**src/rtl/input_daemon_param.sv**
```systemverilog
// input_daemon_param: header-framed ingress daemon steering packets into NUM_PORTS
// registered output slots with valid/ready flow control and per-port backpressure.
// Optional broadcast (destination 0xFF) is enabled by defining INPUT_DAEMON_BROADCAST_EN.
module input_daemon_param #(
    parameter int unsigned NUM_PORTS = 4,
    parameter int unsigned DATA_W    = 32
) (
    input  logic                              clk,
    input  logic                              rst,
    input  logic                              in_valid,
    input  logic [DATA_W-1:0]                 input_word,
    output logic                              in_ready,
    input  logic [NUM_PORTS-1:0]              out_ready,
    output logic [NUM_PORTS*(DATA_W+1)-1:0]   to_output_buf,
    output logic                              pkt_done,
    output logic                              drop_err
);

    localparam int unsigned LEN_W = DATA_W - 16;

    typedef enum logic [1:0] {StIdle, StFwd, StDrop} state_e;

    state_e               state_q, state_d;
    logic [LEN_W-1:0]     remaining_q, remaining_d;
    logic [NUM_PORTS-1:0] tgt_q, tgt_d;          // slots fed by the current packet
    logic                 pkt_done_q, pkt_done_d;
    logic                 drop_err_q, drop_err_d;

    logic [NUM_PORTS-1:0] slot_valid_q;
    logic [DATA_W-1:0]    slot_data_q [NUM_PORTS];

    logic [7:0]           hdr_dst;
    logic [LEN_W-1:0]     hdr_len;
    logic [NUM_PORTS-1:0] hdr_mask;
    logic                 hdr_legal;
    logic [NUM_PORTS-1:0] slot_free;
    logic [NUM_PORTS-1:0] cur_mask;
    logic [NUM_PORTS-1:0] slot_load;
    logic                 accept;

    assign hdr_dst = input_word[7:0];
    assign hdr_len = input_word[DATA_W-9:8];

    // Header decode: destination to slot mask; an empty mask means illegal destination.
    always_comb begin
        hdr_mask = '0;
        for (int p = 0; p < int'(NUM_PORTS); p++) begin
            hdr_mask[p] = (hdr_dst == 8'(p + 1));
        end
`ifdef INPUT_DAEMON_BROADCAST_EN
        if (hdr_dst == 8'hFF) begin
            hdr_mask = '1;
        end
`endif
        hdr_legal = |hdr_mask;
    end

    // State register, length counter and registered status pulses.
    always_ff @(posedge clk) begin
        if (rst) begin
            state_q     <= StIdle;
            remaining_q <= '0;
            tgt_q       <= '0;
            pkt_done_q  <= 1'b0;
            drop_err_q  <= 1'b0;
        end else begin
            state_q     <= state_d;
            remaining_q <= remaining_d;
            tgt_q       <= tgt_d;
            pkt_done_q  <= pkt_done_d;
            drop_err_q  <= drop_err_d;
        end
    end

    // Next-state logic: header parse in idle, payload countdown in forward/drop.
    always_comb begin
        state_d     = state_q;
        remaining_d = remaining_q;
        tgt_d       = tgt_q;
        pkt_done_d  = 1'b0;
        drop_err_d  = 1'b0;
        unique case (state_q)
            StIdle: begin
                if (accept) begin
                    if (hdr_legal) begin
                        if (hdr_len == '0) begin
                            pkt_done_d = 1'b1;
                        end else begin
                            tgt_d       = hdr_mask;
                            remaining_d = hdr_len;
                            state_d     = StFwd;
                        end
                    end else begin
                        drop_err_d = 1'b1;
                        if (hdr_len != '0) begin
                            remaining_d = hdr_len;
                            state_d     = StDrop;
                        end
                    end
                end
            end
            StFwd: begin
                if (accept) begin
                    remaining_d = remaining_q - LEN_W'(1);
                    if (remaining_q == LEN_W'(1)) begin
                        pkt_done_d = 1'b1;
                        state_d    = StIdle;
                    end
                end
            end
            StDrop: begin
                if (accept) begin
                    remaining_d = remaining_q - LEN_W'(1);
                    if (remaining_q == LEN_W'(1)) begin
                        state_d = StIdle;
                    end
                end
            end
            default: state_d = StIdle;
        endcase
    end

    // Outputs: readiness needs every targeted slot free; drops target nothing.
    always_comb begin
        slot_free = ~slot_valid_q | out_ready;
        unique case (state_q)
            StIdle:  cur_mask = hdr_mask;
            StFwd:   cur_mask = tgt_q;
            default: cur_mask = '0;
        endcase
        in_ready  = &(slot_free | ~cur_mask);
        accept    = in_valid & in_ready;
        slot_load = accept ? cur_mask : '0;
    end

    // Output slots: a load wins over a drain so load+drain keeps valid with new data.
    always_ff @(posedge clk) begin
        if (rst) begin
            slot_valid_q <= '0;
            for (int p = 0; p < int'(NUM_PORTS); p++) begin
                slot_data_q[p] <= '0;
            end
        end else begin
            for (int p = 0; p < int'(NUM_PORTS); p++) begin
                if (slot_load[p]) begin
                    slot_valid_q[p] <= 1'b1;
                    slot_data_q[p]  <= input_word;
                end else if (out_ready[p]) begin
                    slot_valid_q[p] <= 1'b0;
                end
            end
        end
    end

    for (genvar p = 0; p < int'(NUM_PORTS); p++) begin : g_slot_out
        assign to_output_buf[(p+1)*(DATA_W+1)-1 -: DATA_W+1] = {slot_valid_q[p], slot_data_q[p]};
    end

    assign pkt_done = pkt_done_q;
    assign drop_err = drop_err_q;

endmodule

```
**config.mk**
```make
export PLATFORM = sky130hd
export DESIGN_NAME = input_daemon_param
export DESIGN_NICKNAME = d
export VERILOG_FILES = /design/src/rtl/input_daemon_param.sv
export SDC_FILE = /design/constraint.sdc
export NUM_CORES = 1
export LEC_CHECK = 0
export ABC_CLOCK_PERIOD_IN_PS = 4720
export CAP_MARGIN = 15
export CORE_UTILIZATION = 44
export CTS_CLUSTER_DIAMETER = 150
export DETAILED_ROUTE_END_ITERATION = 10
export PLACE_DENSITY = 0.76
export SYNTH_ARGS = -nofsm -noshare
export SYNTH_HDL_FRONTEND = slang
export SYNTH_SLANG_ARGS = --single-unit
```
**constraint.sdc**
```tcl
create_clock -name clk -period 4.72 [get_ports clk]
set_clock_uncertainty 0.15 [all_clocks]
set_input_delay 0.472 -clock clk [delete_from_list [all_inputs] [get_ports clk]]
set_output_delay 0.472 -clock clk [all_outputs]
set_load 0.005 [all_outputs]
```
Word level (Yosys, flattened, before mapping). Memory sizes are Yosys's and may differ from the RTL's. Index checks and enable logic that the tools add are counted.

Flip-flop bits (word level): 28. Input port bits: 39. Output and inout bits: 135. Memories kept: 1. RAM bits: 128.

Memories: slot_data_q (words 4, width 32, rd ports 4, clocked after memory_dff 0, write ports 4, RTL line 30) `logic [DATA_W-1:0] slot_data_q [NUM_PORTS];`.

Mux-type cells: 48. Eq/ne operators: 12. Add/subtract/negate cells: 1. Reduce and logical (&&, ||, !) cells: 15. Bitwise gates (word level): 12.

Operator list (count): 32-bit 2-to-1 mux (4); 16-bit 2-to-1 mux (5); 16-bit one-hot mux with 2 select lines (1); 1-bit 2-to-1 mux (28); 16-bit by 1-bit == test with 1-bit output, second input constant (1); 8-bit by 2-bit == test with 1-bit output, second input constant (2); 16-bit logical NOT (1); 16-bit nonzero test (1); 16-bit by 1-bit subtractor with 16-bit output, second input constant (1); 2-bit 2-to-1 mux (6); 5-bit AND reduction (2); 2-bit nonzero test (5); 8-bit by 1-bit == test with 1-bit output, second input constant (1); 8-bit by 3-bit == test with 1-bit output, second input constant (1); 4-bit NOT (2); 4-bit OR (2); 4-bit one-hot mux with 2 select lines (1); 4-bit AND reduction (2); 3-bit inequality test, second input constant (2); 4-bit 2-to-1 mux (1); 2-bit by 1-bit inequality test with 1-bit output, second input constant (2); 1-bit OR (4); 2-bit one-hot mux with 2 select lines (1); 4-bit OR reduction (1); 9 further kinds (11).

Depth between registers and ports, before layout.
Depth in word-level cells: 11. Depth in mapped cells: 10. Gate-level depth less buffers: 8.

Worst setup path before layout. OpenSTA, ideal clock, no wires.

Kind: register -> register. Start point: register state_q[0]. End point: memory slot_data_q[3][0], enable pin. Arrival: 4233 ps. Cell stages (with the launch flop): 10. Required time: 4104 ps. Buffers on the path: 2. Slack: -128 ps. Cells stage by stage: dfxtp_1 inv_1 ha_1 buf_2 nor2b_4 a41o_1 a311oi_4 nand2_8 buf_2 o21ai_0.

RTL lines: start, declared (RTL line 23) `state_e state_q, state_d;`; start signal, assigned (RTL line 61) `state_q <= StIdle;`; start signal, assigned (RTL line 67) `state_q <= state_d;`; end, declared (RTL line 30).

Worst setup path in the final report.
Start point: input input_word[5]. End point: output in_ready.

Cells in the longest elaborated chain, start to end: 5.

Ends and longest elaborated chain: start, declared (RTL line 11) `input logic [DATA_W-1:0] input_word,`; 8-bit by 1-bit == test with 1-bit output (tied with other cells) (RTL line 48) `hdr_mask[p] = (hdr_dst == 8'(p + 1));`; 4-bit one-hot mux with 2 select lines * (RTL line 126) `unique case (state_q)`; 4-bit NOT * (RTL line 131) `in_ready = &(slot_free | ~cur_mask);`; 4-bit OR * (RTL line 131); 4-bit AND reduction * (RTL line 131); end, declared (RTL line 12) `output logic in_ready,`.

Mark *: on every way between the ends. The rest lies on a longest branch, timed or not.

==> metrics <==
CTS tree yes; Die X 126 um; setup ws final 882 ps; period utilization 0.813; Distinct cells, synth 55; Reg2Reg Depth 8; core footprint 14800 sq um; via count of the first global-routing pass 4678; Post-CTS Repair Setup Buffers 0; ys flop type edfxtp_1; Clock transition at path regs 60 ps; Synth top area share 0.569; max_cap viols 0; Crit-path slowest cell or4_1; Synth Net Count 559; Arrival @ worst endpoint 3220 ps; Ant. Diodes 0; CP Capture Type output port; top sig layer met4; DP Area 8600 sq um; Initial Util 0.458; DP HPWL 11.7 mm; met3 WL 920 um; final setup fails 0; Synth area leader edfxtp_1; TritonRoute pass-1 iters 6; Synth Instances 516; Worst Tran Pin Value 1160 ps; buffers and inverters on the worst path 2; Area Growth Syn to Fin 36.6%; Req. time, crit path 4100 ps; Die Height 126 um; reg-to-reg startpoint state_q[0]; initial DRC count 448; Remaining DRCs 0; Ys Warns 0; Final Hold Fails 0; top post-synthesis cells by area edfxtp_1 (57%), and2_1 (12%), dfxtp_1 (8.3%); commonest non-fill, non-tap cell in the layout clkdlybuf4s50_1; crit-path leading delay family simple AND/OR/NAND/NOR gates; DR vias/cell 5.42; CP Class in2out; Clock Path Buffers 2; hold path cells 2; sequential share of the synthesized area 0.652; DR WL/cell 19.3 um; maximum vdd drop 0.000246 V; IO buf count 173; Die ar. 15800 sq um; post-synthesis register bit count 156; RSZ-0062 raised after global routing no; Root Buffer clkbuf_16; Avg Cell Area, Syn 13.1 sq um; initial antenna violation count 0; Max H-tree Level 4; CTS buffer count 17; pwr dens 350 nW/um^2; crit path cell chain clkdlybuf4s50_1 -> or3_4 -> or3_1 -> or4_1 -> nand2_1 -> a31oi_1 -> clkdlybuf4s50_1; most used cell along the critical path clkdlybuf4s50_1; Ports 174; static leakage 3.38 nW; Post-synth EDFFs 128; crit-path max cell delay 780 ps; total power 3.23 mW; Post-CTS Resized 0; Setup TNS 0 ps; Slew Limit Fails 0; Reg2Reg Capture Point slot_data_q[1][2]; layout cells sized above 1 0.0703; largest net degree at the start of global routing 33; Antenna Nets Post-Route 0; Tmin final 3840 ps; Hold-fix buffers, CTS 0; f_max 261 MHz; pre-CTS WS 700 ps; status complete, no violations; hold_sp remaining_q[6]; gr ovfl total 0; fraction of registers with async set/reset 0; Worst-Skew Late Latency 420 ps; M1 WL 7.06 mm; first-pass GRT wire length 26.0 mm; Hold Crit Class reg2reg; Netlist Area Pre-Place 6750 sq um; final weighted congestion in routability-driven placement 0.858; Nets 728; Vias 4777; number of core rows 44; Worst R2R Setup Slack 1170 ps; Total Routed Length 17.0 mm; CP Launch Type primary input; clock sink total 156; commonest cells after routing, fill and taps aside clkdlybuf4s50_1 (173), edfxtp_1 (128), and2_1 (127); GRT Util Overall 0.220; met2 routed WL 8.68 mm; final instance area 9220 sq um; max_slew headroom 0.227; CP Max Fanout 7; Worst Hold End remaining_q[6]; final core utilization 0.625
-- state kept, by name (all words and copies together), names as in the netlist --
register and flops:
tgt_q 4, remaining_q 16, state_q 2, pkt_done 1
slot_data_q 128, slot_valid_q 4, drop_err 1
-- worst max-delay path by stage --
stage | startpoint | cells after the start | endpoint
3_3_place_gp | input_word[1] | 7 | slot_data_q[3][10]
4_1_cts | input_word[5] | 7 | in_ready
2_1_floorplan | state_q[0] | 9 | slot_data_q[3][0]
6_report | input_word[5] | 7 | in_ready
3_5_place_dp | input_word[2] | 7 | slot_data_q[2][17]
5_1_grt | input_word[5] | 7 | in_ready
-- routing by layer --
layer,up-vias,global-route usage
li1,2227,-
met1,2312,0.273
met2,207,0.373
met3,31,0.0527
met4,0,0.0829
met5,-,0
-- worst min-delay path: cells and delay by family, from the launching register on --
kind | cells | cell delay [ps]
AOI/OAI and AO/OA | 2 | 120
DFF | 1 | 310
-- synth_stat cells (2+ instances only) --
library cell	n
edfxtp_1	128
and2_1	127
a21oi_1	30
dfxtp_1	28
nand2_1	22
o21ai_0	15
buf_6	14
nor3_1	14
inv_1	13
clkbuf_1	12
nor4_1	11
o32ai_1	9
and3_1	7
nor2_1	7
a31oi_1	5
nand4_1	5
or3_1	5
a22oi_1	4
ha_1	4
nand4b_1	4
a21o_1	3
a31o_1	3
buf_2	3
mux2i_1	3
nand3_1	3
nor3_4	3
or2_1	3
a32oi_1	2
buf_4	2
nand2b_1	2
-- cells by family after synthesis --
family                   share of synthesized area
multiplexers                               0.00611
flip-flops                                   0.652
buffers and inverters                       0.0422
AND/OR/NAND/NOR                              0.210
XOR/XNOR                                   0.00130
adder cells (fa/ha/maj)                    0.00741
AO/OA/AOI/OAI                               0.0806
-- through the flow --
| step | cells | hold slack, ps |
|---|---|---|
| floorplan | 516 | 289 |
| global placement | 848 | 299 |
| detailed placement | 848 | 317 |
| CTS | 879 | 328 |
| global route | 881 | 338 |
| finish | 881 | 329 |
-- power by group --
part	leakage, nW	switching, mW	total (mW)	internal (mW)
Sequential	1.55	0.0279	1.57	1.54
Clock	0.277	0.494	1.32	0.822
Combinational	1.55	0.186	0.346	0.160
Total	3.38	0.708	3.23	2.52
-- final cells by class --
cell class / count / area [sq um]
multi-input combinational: 315 / 2110
tap: 184 / 230
timing repair buffer: 181 / 1860
fill: 1085 / 5530
clock inverter: 9 / 121
inverter: 14 / 52.6
sequential: 156 / 4400
clock buffer: 22 / 444
Power figures use the tool's default switching activity.
